### src/rtl/mul_writeback_pkg.sv
// Shared types and widths for the multiplier writeback stage.
// Holds the FSM encoding and default data/address widths.
package mul_writeback_pkg;

  localparam int DATA_W     = 8;
  localparam int REG_ADDR_W = 3;
  localparam int PROD_W     = 2 * DATA_W;

  typedef enum logic [1:0] {
    IDLE  = 2'b00,
    WR_LO = 2'b01,
    WR_HI = 2'b10
  } state_t;

  function automatic logic [DATA_W-1:0] lo_byte(
    input logic [PROD_W-1:0] v
  );
    return v[DATA_W-1:0];
  endfunction

  function automatic logic [DATA_W-1:0] hi_byte(
    input logic [PROD_W-1:0] v
  );
    return v[PROD_W-1:DATA_W];
  endfunction

endpackage

### src/rtl/mul_writeback_if.sv
// Product handshake plus register-file write port of the
// multiplier writeback stage.
interface mul_writeback_if #(
  parameter int DATA_W     = mul_writeback_pkg::DATA_W,
  parameter int REG_ADDR_W = mul_writeback_pkg::REG_ADDR_W
);

  logic                  in_valid;
  logic                  in_ready;
  logic [2*DATA_W-1:0]   product;
  logic [REG_ADDR_W-1:0] dest_lo;
  logic [REG_ADDR_W-1:0] dest_hi;
  logic                  acc_en;
  logic                  acc_clr;
  logic                  write_enable;
  logic [REG_ADDR_W-1:0] write_reg;
  logic [DATA_W-1:0]     write_data;
  logic                  busy;
  logic                  overflow;

  modport master (
    output in_valid,
    output product,
    output dest_lo,
    output dest_hi,
    output acc_en,
    output acc_clr,
    input  in_ready,
    input  write_enable,
    input  write_reg,
    input  write_data,
    input  busy,
    input  overflow
  );

  modport slave (
    input  in_valid,
    input  product,
    input  dest_lo,
    input  dest_hi,
    input  acc_en,
    input  acc_clr,
    output in_ready,
    output write_enable,
    output write_reg,
    output write_data,
    output busy,
    output overflow
  );

endinterface

### src/rtl/mul_wb_acc.sv
// Product accumulator: register, wide adder and sticky
// carry-out flag for MAC results.
module mul_wb_acc #(
  parameter int PROD_W = mul_writeback_pkg::PROD_W
) (
  input  logic              clk,
  input  logic              reset,
  input  logic              accept,
  input  logic              acc_en,
  input  logic              acc_clr,
  input  logic [PROD_W-1:0] product,
  output logic [PROD_W:0]   sum,
  output logic              overflow
);

  logic [PROD_W-1:0] acc;
  logic [PROD_W-1:0] base;

  assign base = acc_clr ? '0 : acc;
  assign sum  = {1'b0, base} + {1'b0, product};

  // A plain MUL with acc_clr still clears so the next MAC starts at zero
  always_ff @(posedge clk) begin
    if (reset) begin
      acc      <= '0;
      overflow <= 1'b0;
    end else if (accept) begin
      if (acc_en) begin
        acc <= sum[PROD_W-1:0];
        if (sum[PROD_W]) overflow <= 1'b1;
      end else if (acc_clr) begin
        acc <= '0;
      end
    end
  end

endmodule

### src/rtl/mul_writeback.sv
// Splits 16-bit MUL/MAC results into two byte writes
// through the single register-file write port.
module mul_writeback #(
  parameter int DATA_W     = mul_writeback_pkg::DATA_W,
  parameter int REG_ADDR_W = mul_writeback_pkg::REG_ADDR_W
) (
  input logic          clk,
  input logic          reset,
  mul_writeback_if.slave wb
);

  import mul_writeback_pkg::*;

  localparam int PW = 2 * DATA_W;

  state_t                state;
  state_t                state_nx;
  logic [PW-1:0]         data_q;
  logic [REG_ADDR_W-1:0] dest_lo_q;
  logic [REG_ADDR_W-1:0] dest_hi_q;
  logic                  ready;
  logic                  accept;
  logic [PW:0]           sum;
  logic                  ovf;
  logic                  we;
  logic [REG_ADDR_W-1:0] wreg;
  logic [DATA_W-1:0]     wdata;

  assign ready  = !reset && (state != WR_LO);
  assign accept = wb.in_valid && ready;

  mul_wb_acc #(
    .PROD_W (PW)
  ) u_acc (
    .clk      (clk),
    .reset    (reset),
    .accept   (accept),
    .acc_en   (wb.acc_en),
    .acc_clr  (wb.acc_clr),
    .product  (wb.product),
    .sum      (sum),
    .overflow (ovf)
  );

  always_ff @(posedge clk) begin
    if (reset) begin
      state     <= IDLE;
      data_q    <= '0;
      dest_lo_q <= '0;
      dest_hi_q <= '0;
    end else begin
      state <= state_nx;
      if (accept) begin
        dest_lo_q <= wb.dest_lo;
        dest_hi_q <= wb.dest_hi;
        data_q    <= wb.acc_en ? sum[PW-1:0]
                               : wb.product;
      end
    end
  end

  // WR_HI re-accepts so back-to-back products leave no bubble
  always_comb begin
    state_nx = state;
    we       = 1'b0;
    wreg     = '0;
    wdata    = '0;
    unique case (state)
      IDLE: begin
        if (accept) state_nx = WR_LO;
      end
      WR_LO: begin
        state_nx = WR_HI;
        we       = 1'b1;
        wreg     = dest_lo_q;
        wdata    = data_q[DATA_W-1:0];
      end
      WR_HI: begin
        state_nx = accept ? WR_LO : IDLE;
        we       = 1'b1;
        wreg     = dest_hi_q;
        wdata    = data_q[PW-1:DATA_W];
      end
      default: begin
        state_nx = IDLE;
      end
    endcase
  end

  assign wb.in_ready     = ready;
  assign wb.write_enable = we;
  assign wb.write_reg    = wreg;
  assign wb.write_data   = wdata;
  assign wb.busy         = (state != IDLE);
  assign wb.overflow     = ovf;

endmodule

### src/flat_wrapper.sv
// flat-port wrapper written by rule: the top's interface ports become plain ports
module mul_writeback_flat import mul_writeback_pkg::*;
#(
  parameter int DATA_W     = mul_writeback_pkg::DATA_W,
  parameter int REG_ADDR_W = mul_writeback_pkg::REG_ADDR_W
)
  (clk, reset, wb_in_valid, wb_product, wb_dest_lo, wb_dest_hi, wb_acc_en, wb_acc_clr, wb_in_ready, wb_write_enable, wb_write_reg, wb_write_data, wb_busy, wb_overflow);
  mul_writeback_if #(.DATA_W(DATA_W), .REG_ADDR_W(REG_ADDR_W)) wb_i ();
  input logic clk;
  input logic reset;
  input wire logic [$bits(wb_i.in_valid)-1:0] wb_in_valid;
  input wire logic [$bits(wb_i.product)-1:0] wb_product;
  input wire logic [$bits(wb_i.dest_lo)-1:0] wb_dest_lo;
  input wire logic [$bits(wb_i.dest_hi)-1:0] wb_dest_hi;
  input wire logic [$bits(wb_i.acc_en)-1:0] wb_acc_en;
  input wire logic [$bits(wb_i.acc_clr)-1:0] wb_acc_clr;
  output wire logic [$bits(wb_i.in_ready)-1:0] wb_in_ready;
  output wire logic [$bits(wb_i.write_enable)-1:0] wb_write_enable;
  output wire logic [$bits(wb_i.write_reg)-1:0] wb_write_reg;
  output wire logic [$bits(wb_i.write_data)-1:0] wb_write_data;
  output wire logic [$bits(wb_i.busy)-1:0] wb_busy;
  output wire logic [$bits(wb_i.overflow)-1:0] wb_overflow;
  assign wb_i.in_valid = wb_in_valid;
  assign wb_i.product = wb_product;
  assign wb_i.dest_lo = wb_dest_lo;
  assign wb_i.dest_hi = wb_dest_hi;
  assign wb_i.acc_en = wb_acc_en;
  assign wb_i.acc_clr = wb_acc_clr;
  assign wb_in_ready = wb_i.in_ready;
  assign wb_write_enable = wb_i.write_enable;
  assign wb_write_reg = wb_i.write_reg;
  assign wb_write_data = wb_i.write_data;
  assign wb_busy = wb_i.busy;
  assign wb_overflow = wb_i.overflow;
  mul_writeback #(.DATA_W(DATA_W), .REG_ADDR_W(REG_ADDR_W)) u_core (.clk(clk), .reset(reset), .wb(wb_i));
endmodule
### config.mk
export PLATFORM = sky130hd
export DESIGN_NAME = mul_writeback_flat
export DESIGN_NICKNAME = d
export VERILOG_FILES = /design/src/rtl/mul_writeback_pkg.sv /design/src/rtl/mul_writeback_if.sv /design/src/rtl/mul_wb_acc.sv /design/src/rtl/mul_writeback.sv /design/src/flat_wrapper.sv
export SDC_FILE = /design/constraint.sdc
export NUM_CORES = 1
export LEC_CHECK = 0
export CELL_PAD_IN_SITES_DETAIL_PLACEMENT = 2
export CELL_PAD_IN_SITES_GLOBAL_PLACEMENT = 2
export CORE_UTILIZATION = 32
export DETAILED_ROUTE_END_ITERATION = 10
export HOLD_SLACK_MARGIN = 0.03
export PLACE_DENSITY = 0.86
export SLEW_MARGIN = 5
export SYNTH_ARGS = -nofsm -noshare
export SYNTH_HDL_FRONTEND = slang
export SYNTH_SLANG_ARGS = --single-unit
### constraint.sdc
create_clock -name clk -period 2.85 [get_ports clk]
set_input_delay 0.4275 -clock clk [delete_from_list [all_inputs] [get_ports clk]]
set_output_delay 0.4275 -clock clk [all_outputs]
set_load 0.01 [all_outputs]
**Yosys cells after proc, flatten, opt, wreduce, memory -nomap -nowiden**

Cells that the tools add are included.

- Flip-flop bits (word level): 41
- Word-level logic and storage cells: 27
- Input port bits: 27
- Output and inout bits: 15

- Equality and inequality tests: 4
- Add/subtract/negate cells: 1
- Muxes and demuxes: 9
- Reductions and logical operators: 7

Operator list:

| kind | number |
|---|---|
| 2-to-1 mux 16 bit | 3 |
| adder 16 x 16 -> 17 bit | 1 |
| one-hot mux 8 bit (2 select lines) | 1 |
| one-hot mux 2 bit (3 select lines) | 1 |
| one-hot mux 3 bit (2 select lines) | 1 |
| inequality test 2 x 1 -> 1 bit (second input constant) | 2 |
| AND reduction 3 bit | 1 |
| equality test 2 x 1 -> 1 bit (second input constant) | 1 |
| equality test 2 bit (second input constant) | 1 |
| logical AND 1 bit | 2 |
| zero test 2 bit | 1 |
| 2-to-1 mux 1 bit | 2 |
| 2-to-1 mux 2 bit | 1 |
| nonzero test 2 bit | 1 |
| OR reduction 2 bit | 1 |
| zero test 1 bit | 1 |

**Logic depth before layout (Yosys ltp)**

- Depth after elaboration: 5
- Gate-level depth with buffers: 10
- Mapped depth without buffers: 9

**Cells and area by module**

From an unflattened synthesis, not the netlist that was laid out.

- Cell total of the unflattened synthesis: 338
- Area, all modules: 2959.1 µm²

Modules (own cells, without submodules):

| module | cells an instance | area an instance (µm²) | sequential area each (µm²) | times used |
|---|---|---|---|---|
| mul_wb_acc | 198 | 1609.0 | 340.3 | 1 |
| mul_writeback | 140 | 1350.0 | 480.5 | 1 |

**Worst setup path before layout**

No wires, ideal clock.

- Path kind: input to register
- Start point: input wb_acc_clr
- End point: register u_core.u_acc.acc[12]
- Required time: 2.733 ns
- Slack: 0.218 ns
- Buffers on the path: 1
- Data arrival time: 2.515 ns
- Stages: 10
- Setup time: 0.117 ns
- Path through: clkbuf_1 nor2b_1 ha_1 fa_1 a21oi_1 o211ai_2 a2111oi_4 nor3_2 xor2_1 a22o_1

- Longest elaborated chain between the ends: 3

Ends and longest elaborated chain:

| what | RTL line | source |
|---|---|---|
| start: declaration | flat_wrapper.sv:16 | `input wire logic [$bits(wb_i.acc_clr)-1:0] wb_acc_clr;` |
| 2-to-1 mux 16 bit * | mul_wb_acc.sv:19 | `assign base = acc_clr ? '0 : acc;` |
| adder 16 x 16 -> 17 bit | mul_wb_acc.sv:20 | `assign sum = {1'b0, base} + {1'b0, product};` |
| 2-to-1 mux 16 bit * | mul_wb_acc.sv:28 | `if (acc_en) begin` |
| end signal: assignment | mul_wb_acc.sv:29 | `acc <= sum[PROD_W-1:0];` |
| end: declaration | mul_wb_acc.sv:16 | `logic [PROD_W-1:0] acc;` |

Mark *: on every way between the ends. The rest lies on a longest branch, timed or not.
A chain may end at the register's enable or synchronous reset.

**Worst setup path after layout**

- Start point: input wb_acc_clr
- End point: register u_core.data_q[14]

- Longest elaborated chain between the ends: 3

Ends and longest elaborated chain:

| what | RTL line | source |
|---|---|---|
| 2-to-1 mux 16 bit | mul_wb_acc.sv:19 |  |
| adder 16 x 16 -> 17 bit | mul_wb_acc.sv:20 |  |
| 2-to-1 mux 16 bit | mul_writeback.sv:56 | `data_q <= wb.acc_en ? sum[PW-1:0]` |
| end signal: assignment | mul_writeback.sv:56 |  |
| end: declaration | mul_writeback.sv:18 | `logic [PW-1:0] data_q;` |

Every way passes these cells.

==> results.yml <==
status:
  status: "complete, no violations"
floorplanning:
  initial_core_util: 0.334
  core_mm2: 0.00781
  die_h_um: 92.3
  die_w_um: 92.3
  dieArea_mm2: 0.00852
  ios: 42
  row_count: 32
power:
  seqPwrFrac: 0.407
  p_leak_nw: 1.36
  switchingPower_mw: 0.525
  ir_drop_uv: 257
  power.density_mw_per_mm2: 470
  power_frac_clock: 0.313
  p_sw_frac: 0.325
  p_comb_frac: 0.281
  p_int_mw: 1.09
  fin_total_pwr_mw: 1.61
synthesis:
  synthTopCellsByArea: "dfxtp_1, ha_1, nor2b_1"
  synthMostInstantiatedCell: "dfxtp_1"
  async_reset_ff_frac: 0
  seq_area_frac_synth: 0.315
  synth_fa_ha_area_frac: 0.104
  synth_top_cells_by_count: "dfxtp_1, a21oi_1, nor2_1"
  synth_top_area_cell: "dfxtp_1"
  muxShareOfSynthArea: 0.0269
  synth_xor_area_frac: 0.0369
  synth_top_family_by_area: "compound AO/OA/AOI/OAI gates"
  syn_nets: 365
  syn_inst: 317
  synth_compound_area_frac: 0.257
  syn_area_mm2: 0.00261
  synth-edff-count: 0
  ys_seq_elements: 41
  synthDistinctLibCells: 45
  synth_warnings: 0
  ys.flop_type: "dfxtp_1"
  syn_area_per_cell_um2: 8.23
  synth-simple-area-share: 0.224
  yosys.area.top_type_share: 0.315
global_routing:
  grt_pass1_vias: 2926
  grt_overflow: 0
  grt_usage: 0.237
  antenna_found_initial: 0
  grt_pass1_wl_um: 15500
  grt_max_degree: 25
critical_path:
  max_stage_delay_ns: 0.51
  critPathKind: "in2reg"
  end_kind: "register"
  crit_required_ns: 3.03
  critPathLaunchType: "input pin"
  critPathSlowestCell: "clkdlybuf4s50_1"
  crit_fanout: 10
  path_buf_inv: 2
  path_delay_family: "compound AO/OA/AOI/OAI gates"
  crit_arrival_ns: 2.96
  crit_chain: "clkdlybuf4s50_1 > buf_6 > nor2b_1 > ha_1 > and3_1 > a221o_1 > a2111oi_4 > o41ai_1 > xnor2_1 > o22ai_1"
placement:
  gp_congestion: 0.814
  hpwl_um: 7380
  pre_cts_ws_ns: -0.272
  io_buffers: 41
layout:
  nets: 424
  antenna_cells: 0
  fillers: 892
  seqCellArea_um2: 821
  area_growth_pct: 31.7
  multiInputGateArea_mm2: 0.00171
  drive_gt1_frac: 0.119
clock_tree:
  cts_buffers: 5
  holdBufCountCts: 0
  clockBufferDepth: 2
  cts_tree: "yes"
  clock_latency_ns: 0.31
  clock-sinks: 41
  cts-resized-gates: 0
  root_buffer: "clkbuf_8"
  cts.reportedPaths.clkPinSlew_ns: 0.09
  htree_levels: 2
  cts_setup_buffers: 0
sta:
  grt_setup_unrepaired: "no"
  fmax_mhz: 360
  post-route-period-util: 0.974
  finalCriticalPeriod_ns: 2.78
  fin_skew_ns: 0.00643
  slew_viol_final: 0
  holdWs_ns: 0.460
  setup_ws_ns: 0.0729
  slew_headroom: 0.602
  worst_pin_slew_ns: 0.597
  finalHoldViolCount: 0
  setup_viol: 0
routing:
  detailroute.via_count: 2622
  routed_wl_um: 9690
  final_antenna_net_count: 0
  wl_per_cell_um: 20.2
  vias_per_cell: 5.47
  dr.pass1.iters: 4
  drcViolationCount: 0
  drtIter0Drc: 60
min_path:
  hp-class: "reg2reg"
flow_run:
  cap_viol_max_count: 0
==> placed cells by master (no fill, tap or decap), drive strengths merged, types with 5 or more instances in the layout <==
| cell | count |
|---|---|
| buf | 28 |
| nor2 | 30 |
| nor3b | 8 |
| inv | 8 |
| nor3 | 7 |
| a211oi | 8 |
| ha | 20 |
| o21ai | 8 |
| dfxtp | 41 |
| xnor2 | 6 |
| nor2b | 28 |
| o21a | 6 |
| clkdlybuf4s50 | 41 |
| clkbuf | 5 |
| a21oi | 30 |
| xor2 | 5 |
| and3 | 5 |
| nand2 | 29 |
| mux2i | 7 |
| a22oi | 11 |
| a22o | 10 |
==> sequential cells by signal (all words and copies together) (netlist names) <==
| register | flops |
|---|---|
| u_core.data_q | 16 |
| u_core.dest_hi_q | 3 |
| u_core.dest_lo_q | 3 |
| u_core.state | 2 |
| u_core.u_acc.acc | 16 |
| u_core.u_acc.overflow | 1 |
==> power by group through the flow <==
| stage | clock network, mW | registers (mW) | logic [mW] |
|---|---|---|---|
| final | 0.505 | 0.656 | 0.453 |
| after global placement | 0 | 0.667 | 0.423 |
| after floorplan | 0 | 0.653 | 0.262 |
| after CTS | 0.516 | 0.657 | 0.451 |
| after global routing | 0.531 | 0.661 | 0.494 |
| after detailed placement | 0 | 0.669 | 0.448 |
==> tightest hold or removal path: cells and delay by family (launching register included) <==
| family | cells | cell delay (ns) |
|---|---|---|
| DFF | 1 | 0.32 |
| and+or+nand+nor | 1 | 0.05 |
| AOI/OAI and AO/OA | 1 | 0.05 |
==> layer usage <==
metal,up-vias,GRT usage,share of wire
met3,11,0.0345,0.034
met5,-,0,0
met4,0,0.0599,0.013
met2,48,0.442,0.51
li1,1258,-,-
met1,1305,0.283,0.44
==> cell type report <==
class | instances | area share
clock buffer | 5 | 0.0200
timing repair buffer | 69 | 0.185
tap | 102 | 0.0371
clock inverter | 3 | 0.0135
multi-input combinational | 251 | 0.496
inverter | 8 | 0.00874
sequential | 41 | 0.239
==> metrics by stage <==
step	instances	utilization	area (um2)	TNS, ns
CTS	479	0.438	3420	0
finish	479	0.440	3440	0
global placement	471	0.423	3300	-0.414
detailed placement	471	0.423	3300	-2.10
floorplan	317	-	2610	0
global route	479	0.440	3440	0
==> path summary, 6_finish.rpt <==
path / slack, ns / cells past startpoint / endpoint / from
max: 0.07 / 10 / u_core.data_q[14]$_SDFFE_PP0P_ / wb_acc_clr
min: 0.46 / 2 / u_core.u_acc.acc[14]$_SDFFE_PP0P_ / u_core.u_acc.acc[14]$_SDFFE_PP0P_
max reg2reg: 0.40 / 9 / u_core.data_q[14]$_SDFFE_PP0P_ / u_core.u_acc.acc[0]$_SDFFE_PP0P_
min reg2reg: 0.46 / 2 / u_core.u_acc.acc[14]$_SDFFE_PP0P_ / u_core.u_acc.acc[14]$_SDFFE_PP0P_
==> kinds of logic after synthesis <==
kind of cell               count (synthesis)
buffers and inverters                     25
and+or+nand+nor                          116
xor gates and xnor gates                  11
muxes                                      7
DFF                                       41
AOI/OAI and AO/OA                         96
adders and majority gates                 21
(Power assumes the default switching activity.)
